## src/rtl/score_pkg.sv

```systemverilog
// Shared definitions for the BCD score display: segment constants, the BCD
// digit type and the active-low {g..a} seven-segment lookup.
package score_pkg;

    localparam logic [6:0] SEG_BLANK = 7'b1111111;
    localparam logic [6:0] SEG_ZERO  = 7'b1000000;

    typedef logic [3:0] bcd_t;

    function automatic logic [6:0] seg7_dec(input bcd_t bcd);
        logic [6:0] seg;
        case (bcd)
            4'd0:    seg = 7'b1000000;
            4'd1:    seg = 7'b1111001;
            4'd2:    seg = 7'b0100100;
            4'd3:    seg = 7'b0110000;
            4'd4:    seg = 7'b0011001;
            4'd5:    seg = 7'b0010010;
            4'd6:    seg = 7'b0000010;
            4'd7:    seg = 7'b1111000;
            4'd8:    seg = 7'b0000000;
            4'd9:    seg = 7'b0010000;
            default: seg = SEG_BLANK;
        endcase
        return seg;
    endfunction

endpackage

```

## src/rtl/bcd_digit.sv

```systemverilog
// One registered BCD digit of the score counter. Carry/borrow out is a pure
// function of the requested direction and the current value, independent of en.
module bcd_digit
    import score_pkg::*;
(
    input  logic Clock,
    input  logic Reset,
    input  logic clear,
    input  logic en,
    input  logic inc,
    input  logic dec,
    input  logic cin,
    output bcd_t digit,
    output logic cout,
    output logic is_nine,
    output logic is_zero
);

    bcd_t nxt;

    always_comb begin
        nxt  = digit;
        cout = 1'b0;
        if (inc) begin
            cout = cin && (digit == 4'd9);
        end else if (dec) begin
            cout = cin && (digit == 4'd0);
        end

        if (clear) begin
            nxt = '0;
        end else if (en && cin) begin
            if (inc) begin
                nxt = (digit == 4'd9) ? 4'd0 : digit + 4'd1;
            end else if (dec) begin
                nxt = (digit == 4'd0) ? 4'd9 : digit - 4'd1;
            end
        end
    end

    // Flags describe the value being loaded so the top can register them with it.
    assign is_nine = (nxt == 4'd9);
    assign is_zero = (nxt == 4'd0);

    always_ff @(posedge Clock) begin
        if (Reset) begin
            digit <= '0;
        end else begin
            digit <= nxt;
        end
    end

endmodule

```

## src/rtl/bcd_score_display.sv

```systemverilog
// Multi-digit BCD score counter with wrap/saturate limits, a one-cycle
// Overflow pulse and registered active-low seven-segment drive.
module bcd_score_display
    import score_pkg::*;
#(
    parameter int NUM_DIGITS = 2,
    parameter int SATURATE   = 1,
    parameter int BLANK_LZ   = 1
) (
    input  logic                    Clock,
    input  logic                    Reset,
    input  logic                    Inc,
    input  logic                    Dec,
    input  logic                    Clear,
    output logic [4*NUM_DIGITS-1:0] Digits,
    output logic [7*NUM_DIGITS-1:0] Segments,
    output logic                    AtZero,
    output logic                    AtMax,
    output logic                    Overflow
);

    logic                  inc_req;
    logic                  dec_req;
    logic                  limit;
    logic                  step_en;
    logic                  lead;
    logic [NUM_DIGITS:0]   carry;
    logic [NUM_DIGITS-1:0] nine;
    logic [NUM_DIGITS-1:0] zero;
    logic [NUM_DIGITS-1:0] blank;
    bcd_t                  cur [NUM_DIGITS];

    assign inc_req  = Inc & ~Dec;
    assign dec_req  = Dec & ~Inc;
    assign carry[0] = 1'b1;

    // A ripple out of the MSD means every digit is at the limit for this direction;
    // wrap falls out of the ripple itself, saturate just freezes the digits.
    assign limit   = carry[NUM_DIGITS];
    assign step_en = !((SATURATE != 0) && limit);

    for (genvar k = 0; k < NUM_DIGITS; k++) begin : g_digit
        bcd_digit u_digit (
            .Clock   (Clock),
            .Reset   (Reset),
            .clear   (Clear),
            .en      (step_en),
            .inc     (inc_req),
            .dec     (dec_req),
            .cin     (carry[k]),
            .digit   (cur[k]),
            .cout    (carry[k+1]),
            .is_nine (nine[k]),
            .is_zero (zero[k])
        );
        assign Digits[4*k +: 4] = cur[k];
    end

    always_ff @(posedge Clock) begin
        if (Reset) begin
            AtZero   <= 1'b1;
            AtMax    <= 1'b0;
            Overflow <= 1'b0;
        end else begin
            AtZero   <= &zero;
            AtMax    <= &nine;
            Overflow <= limit & ~Clear;
        end
    end

    always_comb begin
        blank = '0;
        lead  = 1'b1;
        for (int unsigned k = NUM_DIGITS - 1; k >= 1; k--) begin
            lead     = lead & (cur[k] == 4'd0);
            blank[k] = lead && (BLANK_LZ != 0);
        end
    end

    always_ff @(posedge Clock) begin
        if (Reset) begin
            for (int unsigned k = 0; k < NUM_DIGITS; k++) begin
                Segments[7*k +: 7] <= ((k == 0) || (BLANK_LZ == 0)) ? SEG_ZERO : SEG_BLANK;
            end
        end else begin
            for (int unsigned k = 0; k < NUM_DIGITS; k++) begin
                Segments[7*k +: 7] <= blank[k] ? SEG_BLANK : seg7_dec(cur[k]);
            end
        end
    end

endmodule

```

## config.mk

```make
export PLATFORM = sky130hd
export DESIGN_NAME = bcd_score_display
export DESIGN_NICKNAME = d
export VERILOG_FILES = /design/src/rtl/score_pkg.sv /design/src/rtl/bcd_digit.sv /design/src/rtl/bcd_score_display.sv
export SDC_FILE = /design/constraint.sdc
export NUM_CORES = 1
export LEC_CHECK = 0
export ABC_CLOCK_PERIOD_IN_PS = 2200
export BUFFER_PORTS_ARGS = -buffer_cell sky130_fd_sc_hd__buf_4
export CORE_MARGIN = 3
export CORE_UTILIZATION = 45
export CTS_CLUSTER_SIZE = 25
export DETAILED_ROUTE_END_ITERATION = 10
export PLACE_DENSITY = 0.7
export SLEW_MARGIN = 20
export SYNTH_ARGS = -nofsm -noshare
export SYNTH_HDL_FRONTEND = slang
export SYNTH_SLANG_ARGS = --single-unit
```

## constraint.sdc

```tcl
create_clock -name Clock -period 2.2 [get_ports Clock]
set_input_delay 0.66 -clock Clock [delete_from_list [all_inputs] [get_ports Clock]]
set_output_delay 0.66 -clock Clock [all_outputs]
set_load 0.01 [all_outputs]
```

==> results.json <==
{
  "outcome": "completed",
  "peakVddDrop_mv": 0.372,
  "hpwl_um": 3260,
  "switching_share": 0.293,
  "drive_gt1_frac": 0.321,
  "path_delay_family": "compound AO/OA/AOI/OAI gates",
  "nets": 262,
  "cap_violations": 0,
  "cts_tree": "yes",
  "maxSlewHeadroom": 0.681,
  "p_clk_frac": 0.212,
  "synthToLayoutAreaGrowth_pct": 31.6,
  "critPathKind": "flop to flop",
  "finalNonFillerCells": 290,
  "wire_per_inst_um": 14.9,
  "synthArstFlopShare": 0,
  "hold_path.class": "input pin to flop",
  "ys_seq_area_frac": 0.317,
  "numCtsBuffers": 3,
  "ys_seq_elements": 25,
  "synth_top_area_frac": 0.317,
  "start_kind": "flop",
  "slowest_stage": "a211oi_1",
  "fin_skew_ns": 0.00593,
  "vias": 1612,
  "die_w_um": 65.2,
  "grt_remaining_overflow": 0,
  "crit_fanout": 7,
  "drv_slew": 0,
  "setup_viol": 0,
  "pwr-share-comb": 0.270,
  "cp_num_buf_inv": 1,
  "core-area_um2": 3200,
  "drt-total-wl_um": 4310,
  "synth_area_leaders": "dfxtp_1 32%, ha_1 7.9%, nor2_1 7.9%",
  "synth_cell_types": 50,
  "p_leak_nw": 0.865,
  "yosys_warnings": 0,
  "arrival_ns": 2.33,
  "grt_use_total": 0.209,
  "syn-cell-area_um2": 1580,
  "synth_ff_type": "dfxtp_1",
  "diodes": 0,
  "pin_count": 30,
  "endpoint_kind": "flop",
  "path_clk_slew_ns": 0.13,
  "drtIter0Drc": 143,
  "hold_violations": 0,
  "avgSynthCellArea_um2": 7.85,
  "synth_top_area_cell": "dfxtp_1",
  "port_buffers": 29,
  "dieArea_um2": 4250,
  "p_int_uw": 657,
  "fmax_mhz": 474,
  "cts_max_path_buffers": 2,
  "power_density_nw_per_um2": 448,
  "critPathRequiredTime_ns": 2.42,
  "die_h_um": 65.2,
  "final.setup.tns_ns": 0,
  "via_per_inst": 5.56,
  "post_synth_inst_count": 201,
  "p_seq_frac": 0.518,
  "cts_hold_buf": 0,
  "firstDrtPassIters": 4,
  "gp_congestion": 0.943,
  "p_sw_uw": 272,
  "tightest_slew_ns": 0.479,
  "grt_max_degree": 20,
  "grt_pass1_wl_um": 7040,
  "finalCriticalPeriod_ns": 2.11,
  "antenna_found_initial": 0,
  "place_inst": 284,
  "synth.net_count": 216,
  "grt_pass1_vias": 1536,
  "htree_levels": 1,
  "synth_edf_count": 0,
  "postRouteAntennaNets": 0,
  "clock_latency_ns": 0.32,
  "drc": 0,
  "crit_chain": "buf_4 -> ha_1 -> nor2b_1 -> a211oi_1 -> a221oi_2 -> a21oi_1 -> a41oi_2 -> nor4bb_1",
  "period_share": 0.959,
  "critPathMaxStageDelay_ns": 0.35,
  "start_util": 0.493,
  "cts_root_buf": "clkbuf_4",
  "clock-sinks": 25,
  "rows": 20
}
[kinds of logic after synthesis]
family,synth area share
and+or+nand+nor,0.270
AOI/OAI and AO/OA,0.247
DFF,0.317
buffers and inverters,0.0666
adders and majority gates,0.0793
muxes,0.0198
[cell type report]
| class | count | area (um2) |
|---|---|---|
| fillers | 289 | 1130 |
| multi-input cells | 153 | 1050 |
| flip-flops and latches | 25 | 504 |
| repair buffers | 54 | 405 |
| well taps | 44 | 55.1 |
| inverters | 10 | 37.5 |
| clock buffers | 3 | 22.5 |
| clock inverters | 1 | 5.00 |
[synthesized netlist by cell type, types with 2 or more instances]
library cell,instances
a211oi_1,4
a21o_1,2
a21oi_1,11
a21oi_2,2
a221oi_1,2
a31oi_1,3
buf_2,3
buf_4,2
clkbuf_1,6
dfxtp_1,25
ha_1,10
inv_1,9
mux2i_1,2
nand2_1,14
nand2b_1,4
nand3_1,3
nand4b_1,4
nand4bb_1,2
nor2_1,33
nor2b_1,6
nor3_1,5
nor3b_1,2
o211ai_1,2
o21ai_0,16
o21ai_1,2
o31ai_1,2
or2_2,2
[routing by layer]
layer	GRT usage	vias up	wire, um	part of all wire
met1	0.281	761	2020	0.47
met4	0.0337	0	21	0.0049
met3	0.0462	2	222	0.052
met5	0	-	0	0
met2	0.346	50	2050	0.48
li1	-	799	-	-
[final timing paths]
check	slack (ns)	depth (start not counted)	startpoint	endpoint
worst max-delay path	0.09	8	g_digit[1].u_digit.digit[0]$_SDFF_PP0_	AtMax$_SDFF_PP0_
worst min-delay path	0.59	2	Reset	Segments[1]$_SDFF_PP0_
worst max register to register	0.09	8	g_digit[1].u_digit.digit[0]$_SDFF_PP0_	AtMax$_SDFF_PP0_
worst min register to register	0.66	3	g_digit[0].u_digit.digit[2]$_SDFF_PP0_	Segments[2]$_SDFF_PP0_
[through the flow]
stage	worst slack (ns)	hold WS [ns]	total power [mW]	cell area, um2	utilization
finish	0.0901	0.591	0.929	2080	0.648
global route	-0.0151	0.566	0.981	2080	0.648
CTS	0.0643	0.579	0.918	1980	0.620
detailed placement	-0.0896	0.642	0.719	1960	0.611
global placement	-0.0169	0.610	0.716	1960	0.611
floorplan	0.0184	0.621	0.630	1580	-
[placed cells by master (no fill, tap or decap), drive strengths merged, types with 2 or more instances in the layout]
cell and instances:
ha 10, o211ai 2, a31oi 3, buf 54, o31ai 2, clkbuf 3, nor2b 6, inv 10
nand2b 4, nor3 5, and2 2, a21o 2, or2 2, nand2 14, a211oi 5, a21oi 13
nor3b 2, mux2i 2, nand3 3, a221oi 2, o21ai 18, nand4bb 2, nor2 34, nand4b 4
dfxtp 25
[registers in the layout (all words and copies together), names as in the netlist]
signal	flops
AtMax	1
Segments	14
AtZero	1
Overflow	1
g_digit.u_digit.digit	8
[power groups by stage]
stage / logic [mW] / registers, mW / clock network (mW)
6_report: 0.251 / 0.481 / 0.197
5_1_grt: 0.275 / 0.484 / 0.222
4_1_cts: 0.228 / 0.481 / 0.208
3_5_place_dp: 0.228 / 0.491 / 0
3_3_place_gp: 0.226 / 0.490 / 0
2_1_floorplan: 0.131 / 0.499 / 0
[what timing repair did]
action	in CTS	in global routing
buffers inserted	0	2
hold endpoints to repair	0	0
gates resized for setup	0	14
setup endpoints to repair	0	2
(Power assumes the default switching activity.)
